===== src/rtl/sos_pkg.sv =====
// Shared types for the SOS decision stage.
//   sos_state_t : match-progress FSM states (2-bit encoding, value 3 unused)
//   sym_t       : classification of a completed character
package sos_pkg;

  localparam int unsigned STATE_W = 2;

  typedef enum logic [STATE_W-1:0] {
    IDLE   = 2'd0,
    GOT_S  = 2'd1,
    GOT_SO = 2'd2
  } sos_state_t;

  typedef enum logic [1:0] {
    SYM_S = 2'd0,
    SYM_O = 2'd1,
    SYM_X = 2'd2
  } sym_t;

  function automatic sym_t classify(input logic is_s, input logic is_o);
    if (is_s && !is_o) return SYM_S;
    if (is_o && !is_s) return SYM_O;
    return SYM_X;
  endfunction

endpackage


===== src/rtl/sos_sequence_detector.sv =====
// S-O-S sequence detector: consumes per-character strobes from the S/O
// character detectors and reports each (overlapping) S-O-S match.
// Ports:
//   clk       : system clock, rising edge
//   rst       : asynchronous active-low reset
//   clr       : synchronous clear of FSM, gap counter and match count
//   cb        : 1-cycle character-boundary strobe; is_s/is_o valid with it
//   is_s/is_o : completed character is S / O
//   sos_found : 1-cycle pulse, S-O-S completed
//   timeout   : 1-cycle pulse, partial match abandoned after an idle gap
//   sym_err   : 1-cycle pulse, cb with both is_s and is_o set
//   sos_count : saturating count of matches since reset/clr
//   state     : current FSM state (debug)
module sos_sequence_detector
  import sos_pkg::*;
#(
  parameter int unsigned GAP_MAX = 16,
  parameter int unsigned CNT_W   = 8
) (
  input  logic             clk,
  input  logic             rst,
  input  logic             clr,
  input  logic             cb,
  input  logic             is_s,
  input  logic             is_o,
  output logic             sos_found,
  output logic             timeout,
  output logic             sym_err,
  output logic [CNT_W-1:0] sos_count,
  output logic [1:0]       state
);

  localparam int unsigned GAP_W = $clog2(GAP_MAX + 1);
  localparam logic [GAP_W-1:0] GAP_LIM = GAP_W'(GAP_MAX);
  localparam logic [GAP_W-1:0] GAP_TO  = GAP_W'(GAP_MAX - 1);

  sos_state_t       state_q, state_d;
  logic [GAP_W-1:0] gap_q, gap_d;
  logic [CNT_W-1:0] cnt_q, cnt_d;
  logic             found_q, found_d;
  logic             tmo_q, tmo_d;
  logic             err_q, err_d;
  sym_t             sym;

  always_comb begin
    sym     = classify(is_s, is_o);
    state_d = state_q;
    gap_d   = gap_q;
    cnt_d   = cnt_q;
    found_d = 1'b0;
    tmo_d   = 1'b0;
    err_d   = 1'b0;

    if (clr) begin
      // Clear wins over a coincident cb: the character is dropped entirely.
      state_d = IDLE;
      gap_d   = '0;
      cnt_d   = '0;
    end else if (cb) begin
      gap_d = '0;
      err_d = is_s & is_o;
      case (state_q)
        IDLE:    state_d = (sym == SYM_S) ? GOT_S : IDLE;
        GOT_S: begin
          case (sym)
            SYM_S:   state_d = GOT_S;
            SYM_O:   state_d = GOT_SO;
            default: state_d = IDLE;
          endcase
        end
        GOT_SO: begin
          if (sym == SYM_S) begin
            // The closing S also opens the next match (overlap).
            state_d = GOT_S;
            found_d = 1'b1;
            if (cnt_q != '1) cnt_d = cnt_q + 1'b1;
          end else begin
            state_d = IDLE;
          end
        end
        default: state_d = IDLE;
      endcase
    end else begin
      if (gap_q != GAP_LIM) gap_d = gap_q + 1'b1;
      if (state_q != IDLE && gap_q == GAP_TO) begin
        state_d = IDLE;
        tmo_d   = 1'b1;
      end else if (state_q != GOT_S && state_q != GOT_SO) begin
        state_d = IDLE;
      end
    end
  end

  always_ff @(posedge clk or negedge rst) begin
    if (!rst) begin
      state_q <= IDLE;
      gap_q   <= '0;
      cnt_q   <= '0;
      found_q <= 1'b0;
      tmo_q   <= 1'b0;
      err_q   <= 1'b0;
    end else begin
      state_q <= state_d;
      gap_q   <= gap_d;
      cnt_q   <= cnt_d;
      found_q <= found_d;
      tmo_q   <= tmo_d;
      err_q   <= err_d;
    end
  end

  assign sos_found = found_q;
  assign timeout   = tmo_q;
  assign sym_err   = err_q;
  assign sos_count = cnt_q;
  assign state     = state_q;

endmodule


===== config.mk =====
export PLATFORM = sky130hd
export DESIGN_NAME = sos_sequence_detector
export DESIGN_NICKNAME = d
export VERILOG_FILES = /design/src/rtl/sos_pkg.sv /design/src/rtl/sos_sequence_detector.sv
export SDC_FILE = /design/constraint.sdc
export NUM_CORES = 1
export LEC_CHECK = 0
export ABC_AREA = 1
export CAP_MARGIN = 20
export CORE_MARGIN = 1
export CORE_UTILIZATION = 45
export CTS_BUF_LIST = sky130_fd_sc_hd__clkbuf_4
export DETAILED_ROUTE_END_ITERATION = 7
export PLACE_DENSITY = 0.7
export SYNTH_ARGS = -nofsm -noshare
export SYNTH_HDL_FRONTEND = slang
export SYNTH_SLANG_ARGS = --single-unit

===== constraint.sdc =====
create_clock -name clk -period 1.4 [get_ports clk]
set_clock_uncertainty 0.1 [all_clocks]
set_input_delay 0.21 -clock clk [delete_from_list [all_inputs] [get_ports clk]]
set_output_delay 0.21 -clock clk [all_outputs]
set_load 0.1 [all_outputs]

==> summary.txt <==
Status
  • Status: complete, but fails checks
  • Failing checks: setup timing

Worst setup path
  • Reg2reg setup slack: -0.10 ns
  • Max incr delay on CP: 0.50 ns
  • CP max stage cell: dfrtp_4
  • Worst Setup SP: state[0]$_DFFE_PN0P_
  • Crit Path Category: reg2reg
  • Highest net fanout along the worst path: 5
  • CP Capture Type: flop
  • Crit-path cells: inv_4 > ha_4 > nand2_4 > nor2_4 > nand2_4 > o21bai_1 > nor2_1
  • Worst reg2reg path startpoint: state[0]$_DFFE_PN0P_
  • R2R depth: 7
  • Most used cell, CP: nand2_4
  • Worst path bufs/invs: 1
  • Startpoint Class: flop
  • FF-to-FF End: sos_count[7]$_DFFE_PN0P_
  • CP required: 1.50 ns
  • Family with the most delay on the worst path: flip-flops
  • CP Data Arrival Time: around 1.6 ns

Clock network
  • Total CTS buffers: 3
  • H-Tree Depth: 1
  • Clk slew on worst S/H paths: 0.11 ns
  • CTS tree: built
  • CTS Buffer Depth: 2
  • Sink Count: 18
  • Root buffer selected by CTS: clkbuf_4
  • Post-CTS Hold Fix Bufs: 0
  • Worst-Skew Late Latency: ~0.3 ns

Placement
  • IO buf count: 18
  • Detail Placement HPWL: between 1.5 and 2 mm
  • GPL Wtd Cong: between 0.8 and 0.9
  • Setup WS pre-CTS: -0.1473 ns

Timing
  • Final Critical Period: 1.504 ns
  • Final worst slack: -0.1043 ns
  • Slew headroom: a little over 80%
  • Slew @ Worst Pin: about 0.29 ns
  • Setup TNS: -0.3193 ns
  • Final Cycle Share: 107.5%
  • Slew Limit Fails: 0
  • RSZ-0062 raised after global routing: true
  • FMAX: approximately 660 MHz
  • Final setup viols: 9
  • Final hold violation count: 0

Logic synthesis
  • Synth Area per Inst: a little over 8 µm²
  • Syn nets: around 140
  • Synth unique cells: 25
  • Post-Synthesis Cells: around 120
  • Post-synthesis register bit count: 18
  • Yosys warnings: 0
  • Post-Syn Area: approximately 1000 µm²
  • Post-synthesis sequential area ratio: 44.44%

Global route
  • Total Routing Usage GR: a little under a quarter
  • Gr ovfl total: 0
  • Initial antenna violation count: 0
  • First-pass GRT wire length: 4.374 mm
  • Largest net degree at the start of global routing: 19
  • Vias in the first global route: between 1,000 and 1,500

Floorplan
  • Num rows: 16
  • Core area: about 2000 µm²
  • I/O pins: 19
  • Initial Util: 49.63%
  • DIE HEIGHT: ~50 µm
  • Width of the die: between 40 and 50 µm
  • Die ar.: between 2000 and 2500 µm²

Final layout
  • Layout cells sized above 1: between 50% and 60%
  • Nets: between 150 and 200
  • Most frequent cells in the layout: buf_4 (19), inv_1 (15), nand2_1 (14), nor2_1 (14), buf_12 (13)
  • Area Growth Syn to Fin: 73.21%
  • Commonest non-fill, non-tap cell in the layout: buf_4
  • FILL cells: roughly 100
  • Diode count: 0

Drt
  • Via density: 5.383
  • Iter 0 DRT Violations: 37
  • DR DRC count: 0
  • DR WL/cell: between 10 and 15 µm
  • First drt pass iteration count: 4
  • Via count: about 1,100
  • ANT nets after route: 0
  • Routed WL: ~2.9 mm

Job
  • Max-Cap Viols: 0

Power and ir drop
  • Switching Fraction: 25.70%
  • Switching power: about 250 µW
  • Clk network pwr share: around a third
  • LEAKAGE: 0.0008047 µW
  • Power consumption: about 960 µW
  • Internal Dissipation: 713.5 µW
  • Sequential share of power: 55.0%
  • Maximum vdd drop: between 0.6 and 0.7 mV
  • Comb pwr share: 13.6%
  • P per Cell Area: about 550 nW/µm²

Hold path
  • Hold crit path type: in2async
-- cell usage after synthesis (all sizes together) --
cell type | n | area (µm²)
nand2 | 22 | 90.09
nor2 | 20 | 85.08
inv | 19 | 71.31
dfrtp | 18 | 450.4
nand3 | 13 | 65.06
ha | 8 | 100.1
o21ai | 6 | 30.03
a21oi | 3 | 15.01
nand4 | 2 | 12.51
nor3 | 2 | 15.01
o21bai | 2 | 15.01
xor2 | 2 | 17.52
and3 | 1 | 6.260
buf | 1 | 5.000
nand3b | 1 | 7.510
nor4 | 1 | 6.260
o22ai | 1 | 6.260
or2 | 1 | 6.260
xnor2 | 1 | 8.760
-- sequential cells by signal (all words and copies together) (netlist names) --
signal and cells:
gap_q 5, state 2, timeout 1, sos_count 8
sym_err 1, sos_found 1
-- power by group through the flow --
stage	Clock [µW]	Combinational (µW)	Sequential, µW
2_1_floorplan	0	34.2	550
3_3_place_gp	0	110	538
3_5_place_dp	0	113	538
4_1_cts	309	120	528
5_1_grt	323	141	529
6_report	302	130	528
-- logic make-up after synthesis --
| kind of cell | share of synthesized area (%) |
|---|---|
| buf+inv | 7.530 |
| compound gates | 6.543 |
| xor+xnor | 2.593 |
| flops | 44.44 |
| fa+ha+maj | 9.877 |
| simple gates | 29.01 |
-- layer usage --
| metal | up-vias | global-route usage (%) | wire length [µm] |
|---|---|---|---|
| met5 | - | 0 | 0 |
| met4 | 0 | 12.86 | 90 |
| met3 | 11 | 3.086 | 151 |
| met2 | 45 | 44.52 | 1490 |
| met1 | 509 | 25.45 | 1179 |
| li1 | 490 | - | - |
-- cell type report --
| class | count | area (µm²) | area share (%) |
|---|---|---|---|
| Clock buffer | 4 | 30.03 | 1.711 |
| Inverter | 19 | 81.33 | 4.633 |
| Timing Repair Buffer | 41 | 498.0 | 28.37 |
| Sequential cell | 18 | 475.5 | 27.08 |
| Tap cell | 27 | 33.78 | 1.924 |
| Multi-Input combinational cell | 87 | 636.9 | 36.28 |
-- repair_timing --
action	4_1_cts	5_1_grt
setup endpoints to repair	16	18
gates resized for setup	19	21
gates cloned	1	0
pin swaps	12	8
buffers inserted	2	3
-- worst max-delay path by stage --
stage,end,slack (ns),depth (start not counted)
final,sos_count[7]$_DFFE_PN0P_,-0.10,7
after global routing,sos_count[7]$_DFFE_PN0P_,-0.12,7
after CTS,sos_count[7]$_DFFE_PN0P_,-0.03,7
after detailed placement,sos_count[7]$_DFFE_PN0P_,-0.15,6
after global placement,sos_count[7]$_DFFE_PN0P_,-0.09,6
after floorplan,sos_count[7]$_DFFE_PN0P_,-0.19,8
-- stage by stage --
| stage | instance area (µm²) | utilization (%) | hold slack, ns | cells |
|---|---|---|---|---|
| finish | 1755 | 85.97 | 0.1294 | 196 |
| global route | 1755 | 85.97 | 0.1418 | 196 |
| CTS | 1650 | 80.82 | 0.1311 | 193 |
| detailed placement | 1545 | 75.67 | 0.4545 | 187 |
| global placement | 1545 | 75.67 | 0.4405 | 187 |
| floorplan | 1064 | - | -0.1856 | 124 |
(Power assumes the default switching activity.)
